<file path="config.mk">
export PLATFORM = sky130hd
export DESIGN_NAME = hsid_fifo_reader_flat
export DESIGN_NICKNAME = d
export VERILOG_FILES = /design/src/rtl/hsid_fifo_reader_if.sv /design/src/rtl/hsid_fifo_reader.sv /design/src/flat_wrapper.sv
export SDC_FILE = /design/constraint.sdc
export NUM_CORES = 1
export LEC_CHECK = 0
export CORE_MARGIN = 5
export CORE_UTILIZATION = 40
export DETAILED_ROUTE_END_ITERATION = 10
export RECOVER_POWER = 100
export SYNTH_ARGS = -nofsm -noshare
export SYNTH_HDL_FRONTEND = slang
export SYNTH_SLANG_ARGS = --single-unit
</file>
<file path="constraint.sdc">
create_clock -name clk -period 12.38 [get_ports clk]
set_clock_uncertainty 0.05 [all_clocks]
set_input_delay 3.714 -clock clk [delete_from_list [all_inputs] [get_ports clk]]
set_output_delay 3.714 -clock clk [all_outputs]
set_load 0.005 [all_outputs]
</file>
<file path="src/rtl/hsid_fifo_reader_if.sv">
// rtl/hsid_fifo_reader_if.sv - FIFO read port and output stream bundle for hsid_fifo_reader
interface hsid_fifo_reader_if #(
  parameter int DATA_WIDTH = 16
);
  logic                  fifo_rd_en;
  logic                  fifo_loop_en;
  logic [DATA_WIDTH-1:0] fifo_data_out;
  logic                  fifo_empty;
  logic                  fifo_almost_full;
  logic                  m_valid;
  logic                  m_ready;
  logic [DATA_WIDTH-1:0] m_data;
  logic                  m_last;
  logic                  m_final;

  modport master (
    output fifo_rd_en,
    output fifo_loop_en,
    input  fifo_data_out,
    input  fifo_empty,
    input  fifo_almost_full,
    output m_valid,
    input  m_ready,
    output m_data,
    output m_last,
    output m_final
  );

  modport slave (
    input  fifo_rd_en,
    input  fifo_loop_en,
    output fifo_data_out,
    output fifo_empty,
    output fifo_almost_full,
    input  m_valid,
    output m_ready,
    input  m_data,
    input  m_last,
    input  m_final
  );
endinterface

</file>
<file path="src/rtl/hsid_fifo_reader.sv">
// rtl/hsid_fifo_reader.sv - replays a FIFO-resident vector num_passes times onto a valid/ready stream
module hsid_fifo_reader #(
  parameter  int DATA_WIDTH = 16,
  parameter  int FIFO_DEPTH = 8,
  parameter  int PASS_WIDTH = 16,
  localparam int ELEM_WIDTH = $clog2(FIFO_DEPTH) + 1
) (
  input  logic                  clk,
  input  logic                  rst,
  input  logic                  clear,
  input  logic                  start,
  input  logic [ELEM_WIDTH-1:0] num_elems,
  input  logic [PASS_WIDTH-1:0] num_passes,
  output logic                  busy,
  output logic                  done,
  hsid_fifo_reader_if.master    bus
);

  localparam logic [2:0] S_IDLE   = 3'd0;
  localparam logic [2:0] S_FILL   = 3'd1;
  localparam logic [2:0] S_STREAM = 3'd2;
  localparam logic [2:0] S_DRAIN  = 3'd3;
  localparam logic [2:0] S_DONE   = 3'd4;

  logic [2:0]                 state_q, state_d;
  logic [ELEM_WIDTH-1:0]      elems_q, elems_d;
  logic [PASS_WIDTH-1:0]      passes_q, passes_d;
  logic [ELEM_WIDTH-1:0]      elem_q, elem_d;
  logic [PASS_WIDTH-1:0]      pass_q, pass_d;
  logic                       inflight_q, inflight_d;
  logic                       tag_last_q, tag_last_d;
  logic                       tag_final_q, tag_final_d;
  logic [1:0][DATA_WIDTH-1:0] buf_data_q, buf_data_d;
  logic [1:0]                 buf_last_q, buf_last_d;
  logic [1:0]                 buf_final_q, buf_final_d;
  logic                       wr_ptr_q, wr_ptr_d;
  logic                       rd_ptr_q, rd_ptr_d;
  logic [1:0]                 count_q, count_d;

  logic       req;
  logic       pop;
  logic       room;
  logic       last_pass;
  logic       elem_wrap;
  logic [2:0] occ;

  assign pop       = bus.m_valid && bus.m_ready;
  assign last_pass = (pass_q == passes_q - PASS_WIDTH'(1));
  assign elem_wrap = (elem_q == elems_q - ELEM_WIDTH'(1));

  // Occupancy after this cycle's pop; keeping it below 2 before a request
  // guarantees the returning word always has a free buffer slot.
  assign occ  = {1'b0, count_q} + {2'b00, inflight_q} - {2'b00, pop};
  assign room = (occ < 3'd2);

  always_comb begin
    state_d     = state_q;
    elems_d     = elems_q;
    passes_d    = passes_q;
    elem_d      = elem_q;
    pass_d      = pass_q;
    tag_last_d  = tag_last_q;
    tag_final_d = tag_final_q;
    req         = 1'b0;
    case (state_q)
      S_IDLE: begin
        if (start) begin
          elems_d  = num_elems;
          passes_d = num_passes;
          elem_d   = '0;
          pass_d   = '0;
          state_d  = (num_elems == '0 || num_passes == '0) ? S_DONE : S_FILL;
        end
      end
      S_FILL: begin
        if (bus.fifo_almost_full) state_d = S_STREAM;
      end
      S_STREAM: begin
        if (!bus.fifo_empty && room) begin
          req         = 1'b1;
          tag_last_d  = elem_wrap;
          tag_final_d = elem_wrap && last_pass;
          if (elem_wrap) begin
            elem_d = '0;
            pass_d = pass_q + PASS_WIDTH'(1);
            if (last_pass) state_d = S_DRAIN;
          end else begin
            elem_d = elem_q + ELEM_WIDTH'(1);
          end
        end
      end
      S_DRAIN: begin
        if (pop && bus.m_final) state_d = S_DONE;
      end
      S_DONE: begin
        state_d = S_IDLE;
      end
      default: begin
        state_d = S_IDLE;
      end
    endcase
    if (clear) begin
      state_d = S_IDLE;
      req     = 1'b0;
    end
  end

  assign inflight_d = req;

  // Read data lands one cycle after its request; the tags travel alongside it.
  always_comb begin
    buf_data_d  = buf_data_q;
    buf_last_d  = buf_last_q;
    buf_final_d = buf_final_q;
    wr_ptr_d    = wr_ptr_q;
    rd_ptr_d    = rd_ptr_q;
    count_d     = count_q + {1'b0, inflight_q} - {1'b0, pop};
    if (inflight_q) begin
      buf_data_d[wr_ptr_q]  = bus.fifo_data_out;
      buf_last_d[wr_ptr_q]  = tag_last_q;
      buf_final_d[wr_ptr_q] = tag_final_q;
      wr_ptr_d              = ~wr_ptr_q;
    end
    if (pop) rd_ptr_d = ~rd_ptr_q;
    if (clear) begin
      count_d  = '0;
      wr_ptr_d = 1'b0;
      rd_ptr_d = 1'b0;
    end
  end

  always_ff @(posedge clk or posedge rst) begin
    if (rst) begin
      state_q     <= S_IDLE;
      elems_q     <= '0;
      passes_q    <= '0;
      elem_q      <= '0;
      pass_q      <= '0;
      inflight_q  <= 1'b0;
      tag_last_q  <= 1'b0;
      tag_final_q <= 1'b0;
      buf_data_q  <= '0;
      buf_last_q  <= '0;
      buf_final_q <= '0;
      wr_ptr_q    <= 1'b0;
      rd_ptr_q    <= 1'b0;
      count_q     <= '0;
    end else begin
      state_q     <= state_d;
      elems_q     <= elems_d;
      passes_q    <= passes_d;
      elem_q      <= elem_d;
      pass_q      <= pass_d;
      inflight_q  <= inflight_d;
      tag_last_q  <= tag_last_d;
      tag_final_q <= tag_final_d;
      buf_data_q  <= buf_data_d;
      buf_last_q  <= buf_last_d;
      buf_final_q <= buf_final_d;
      wr_ptr_q    <= wr_ptr_d;
      rd_ptr_q    <= rd_ptr_d;
      count_q     <= count_d;
    end
  end

  assign bus.fifo_rd_en   = req && last_pass;
  assign bus.fifo_loop_en = req && !last_pass;
  assign bus.m_valid      = (count_q != 2'd0);
  assign bus.m_data       = buf_data_q[rd_ptr_q];
  assign bus.m_last       = bus.m_valid && buf_last_q[rd_ptr_q];
  assign bus.m_final      = bus.m_valid && buf_final_q[rd_ptr_q];
  assign busy             = (state_q != S_IDLE);
  assign done             = (state_q == S_DONE);

endmodule
</file>
<file path="src/flat_wrapper.sv">
// flat-port wrapper written by rule: the top's interface ports become plain ports
module hsid_fifo_reader_flat 
#(
  parameter  int DATA_WIDTH = 16,
  parameter  int FIFO_DEPTH = 8,
  parameter  int PASS_WIDTH = 16,
  localparam int ELEM_WIDTH = $clog2(FIFO_DEPTH) + 1
)
  (clk, rst, clear, start, num_elems, num_passes, busy, done, bus_fifo_rd_en, bus_fifo_loop_en, bus_fifo_data_out, bus_fifo_empty, bus_fifo_almost_full, bus_m_valid, bus_m_ready, bus_m_data, bus_m_last, bus_m_final);
  hsid_fifo_reader_if #(.DATA_WIDTH(DATA_WIDTH)) bus_i ();
  input  logic clk;
  input  logic rst;
  input  logic clear;
  input  logic start;
  input  logic [ELEM_WIDTH-1:0] num_elems;
  input  logic [PASS_WIDTH-1:0] num_passes;
  output logic busy;
  output logic done;
  output wire logic [$bits(bus_i.fifo_rd_en)-1:0] bus_fifo_rd_en;
  output wire logic [$bits(bus_i.fifo_loop_en)-1:0] bus_fifo_loop_en;
  input wire logic [$bits(bus_i.fifo_data_out)-1:0] bus_fifo_data_out;
  input wire logic [$bits(bus_i.fifo_empty)-1:0] bus_fifo_empty;
  input wire logic [$bits(bus_i.fifo_almost_full)-1:0] bus_fifo_almost_full;
  output wire logic [$bits(bus_i.m_valid)-1:0] bus_m_valid;
  input wire logic [$bits(bus_i.m_ready)-1:0] bus_m_ready;
  output wire logic [$bits(bus_i.m_data)-1:0] bus_m_data;
  output wire logic [$bits(bus_i.m_last)-1:0] bus_m_last;
  output wire logic [$bits(bus_i.m_final)-1:0] bus_m_final;
  assign bus_fifo_rd_en = bus_i.fifo_rd_en;
  assign bus_fifo_loop_en = bus_i.fifo_loop_en;
  assign bus_i.fifo_data_out = bus_fifo_data_out;
  assign bus_i.fifo_empty = bus_fifo_empty;
  assign bus_i.fifo_almost_full = bus_fifo_almost_full;
  assign bus_m_valid = bus_i.m_valid;
  assign bus_i.m_ready = bus_m_ready;
  assign bus_m_data = bus_i.m_data;
  assign bus_m_last = bus_i.m_last;
  assign bus_m_final = bus_i.m_final;
  hsid_fifo_reader #(.DATA_WIDTH(DATA_WIDTH), .FIFO_DEPTH(FIFO_DEPTH), .PASS_WIDTH(PASS_WIDTH)) u_core (.clk(clk), .rst(rst), .clear(clear), .start(start), .num_elems(num_elems), .num_passes(num_passes), .busy(busy), .done(done), .bus(bus_i));
endmodule
</file>
==> results by group <==
Placement
  – Port Buf Inserts: between 60 and 70
  – Dpl ws: approximately 1.8 ns
  – Dpl hpwl: 7.424 mm
  – Gpl congestion: 0.8596

Timing
  – Fmax: roughly 0.094 GHz
  – Final Hold Vio Count: 0
  – Worst-Margin Slew: between 4 and 5 ns
  – Min Clock Period, post-route: between 10 and 15 ns
  – Fin Hold WS: ~0.45 ns
  – Final Slew Violations: 127
  – Setup TNS: 0 ns
  – RSZ-0062 raised after global routing: false
  – Final setup violation count: 0
  – Slew margin rel.: -206.5%
  – Fin crit share: 86.28%
  – Final worst setup slack: 1.699 ns

Floorplan
  – Initial Util: 40.64%
  – Number of cell rows: 39
  – Die X: around 120 µm
  – Full die area: between 10,000 and 15,000 µm²
  – Core Footprint: ~11,000 µm²
  – Die Ht: roughly 120 µm
  – Ports: 66

Global route
  – Initial antenna violation count: 0
  – Number of global-route vias before repair: about 3,600
  – First-pass GRT wire length: about 18 mm
  – Gr usage total: about 15%
  – Largest net degree at the start of global routing: between 80 and 90
  – Total congestion overflow: 0

Clocking
  – Clk Latency, worst-skew pair: around 0.34 ns
  – Cts bufs inserted: 9
  – Clock tree buffer depth: 2
  – Resized cells post-CTS: 0
  – H-tree Lvls: 3
  – Clock sink count: 86
  – Root Driver: clkbuf_16
  – Setup bufs post-CTS: 0
  – Reg clk slew, reported paths: roughly 0.070 ns
  – Hold Buf Count CTS: 0
  – CTS tree: done

Power and ir drop
  – Pwr Density: 202.8 nW/µm²
  – Peak VDD IR: approximately 0.1 mV
  – Leak: about 2.4 nW
  – Total power: 0.001147 W

Setup path
  – Slowest cell delay on critical path: between 0.5 and 0.6 ns
  – CP cell instances: dlygate4sd3_1, nor2b_1, ha_1, inv_1, ha_1, inv_1, fa_1, xnor2_1, nand4b_1, nor2_1, and2_2, dlygate4sd3_1
  – Worst reg2reg path depth: 14
  – Peak fanout along the critical path: 11
  – Worst R2R Start: u_core.count_q[1]
  – Flop2flop setup slack: roughly 7.9 ns
  – CP Launch Point: bus_m_ready
  – Worst setup path end: bus_fifo_loop_en
  – Startpoint type of the worst setup path: input port
  – Reg2reg end: u_core.pass_q[10]
  – CP Data Required Time: between 8 and 9 ns
  – Slowest stage cell, crit path: dlygate4sd3_1
  – Arr. time, crit path: 6.92 ns
  – CP Class: in -> out
  – Element type at the critical path end: output port

Layout
  – N_diodes: 0
  – Area grow syn2layout: 21.89%
  – Fin nets: roughly 560
  – Share of layout cells above drive strength 1: between 10% and 20%

Flow run
  – # Max-Cap Violations: 2

Logic synthesis
  – Ys flop type: dfrtp_1
  – Yosys reg bits: 86
  – Most frequent cells after synthesis: dfrtp_1, nand2_1, mux2_2
  – Syn avg cell area: between 10 and 15 µm²
  – Synth top area share: between 40% and 50%
  – Asr flop ratio synth: between 90% and 100%
  – Cells after Synth: roughly 450
  – Largest cells by area after synthesis: dfrtp_1, mux2_2, nand2_1
  – Mapped Area: between 4000 and 5000 µm²
  – Post-synth EDFFs: 0
  – Syn Nets: approximately 500
  – Share of the yosys chip area belonging to registers: roughly 46%
  – Leading area contributor after synthesis: dfrtp_1
  – YS warnings: 0
  – Distinct cells, synth: a little over 60
  – Most frequent cell after synthesis: dfrtp_1

Run status
  – Outcome: complete, but fails checks
  – Failing checks: max-capacitance violations, max-slew violations

Routing
  – Initial drt markers: approximately 190
  – Routed vias/inst: ~5.2
  – # DRC: 0
  – Routed wire per std cell: 15.53 µm
  – DRT antenna net count: 0
  – Vias post-DR: approximately 3,500
  – Drt pass-1 iters: 4
  – Final wirelength: ~10 mm

Hold path
  – Worst hold path class: reg -> reg
[power by group]
group	switching [W]	total, W	internal, W
sequential	0.0000890	0.000449	0.000360
combinational	0.000206	0.000446	0.000240
clock	0.000115	0.000252	0.000137
[area by class of cell]
type                            count  area, µm²
Clock buffer                       10      229.0
Timing Repair Buffer               67      658.1
Clock inverter                      6      45.04
Multi-Input combinational cell    331       2328
Inverter                           17      65.06
Tap cell                          143      178.9
Sequential cell                    86       2152
Fill cell                        1057       5762
[cells in the final DEF (no fill, tap or decap), types with 2 or more instances in the layout]
cell,instances
clkinvlp_4,3
nor4_1,6
o32ai_1,2
clkbuf_1,3
nor2_1,33
and4b_1,2
a211oi_1,2
ha_1,6
nor2b_1,4
a311oi_1,2
inv_1,16
and4_2,2
mux2i_1,3
and3_1,4
inv_6,2
mux2_2,53
and2_0,2
xor2_1,15
and2_1,2
dfrtp_1,86
o31ai_1,3
or2_2,2
clkdlybuf4s50_1,22
a21oi_1,8
a31oi_1,4
nand2b_1,5
nor4b_1,2
clkbuf_16,9
xnor2_1,24
dlygate4sd3_1,43
nand2_1,69
a21o_1,2
o21ai_0,13
nand3_1,11
nand4_1,8
nor3_1,16
[worst min path at each step]
| stage | to | slack (ns) | cells after the start | from |
|---|---|---|---|---|
| detailed placement | u_core.buf_data_q[23] | 0.44 | 1 | u_core.buf_data_q[23] |
| CTS | u_core.buf_data_q[23] | 0.45 | 1 | u_core.buf_data_q[23] |
| finish | u_core.tag_final_q | 0.45 | 2 | u_core.tag_final_q |
| global placement | u_core.buf_data_q[20] | 0.43 | 1 | u_core.buf_data_q[20] |
| floorplan | u_core.tag_final_q | 0.41 | 2 | u_core.tag_final_q |
| global route | u_core.buf_data_q[21] | 0.46 | 1 | u_core.buf_data_q[21] |
[cell families after synthesis]
| family | synth area share, % |
|---|---|
| AOI/OAI and AO/OA | 7.064 |
| xor gates and xnor gates | 7.846 |
| adders and majority gates | 2.049 |
| buffers and inverters | 3.182 |
| DFF | 46.37 |
| muxes | 13.51 |
| and+or+nand+nor | 19.98 |
[sequential cells by signal, summed over array words and instances, names as in the netlist, 2 cells and up]
register / cells
u_core.state_q: 3
u_core.buf_final_q: 2
u_core.passes_q: 16
u_core.elem_q: 4
u_core.buf_data_q: 32
u_core.elems_q: 4
u_core.buf_last_q: 2
u_core.count_q: 2
u_core.pass_q: 16
[metal layers]
layer,wire (µm),global-route usage [%]
met5,0,0
met4,210,5.878
met3,463,2.739
met2,4954,26.20
met1,4622,19.10
[worst max-delay path: cells and delay by family]
kind                     cells  cell delay, ns
AND/OR/NAND/NOR              4            1.01
adder cells (fa/ha/maj)      3            0.76
XOR/XNOR                     1            0.19
buffers and inverters        4            1.25
[stage by stage]
| step | util (%) | instance area [µm²] | cells |
|---|---|---|---|
| after global placement | 47.32 | 5403 | 644 |
| after floorplan | - | 4641 | 454 |
| final | 49.54 | 5657 | 660 |
| after global routing | 49.54 | 5657 | 660 |
| after detailed placement | 47.32 | 5403 | 644 |
| after CTS | 49.72 | 5677 | 660 |
(Power assumes the default switching activity.)
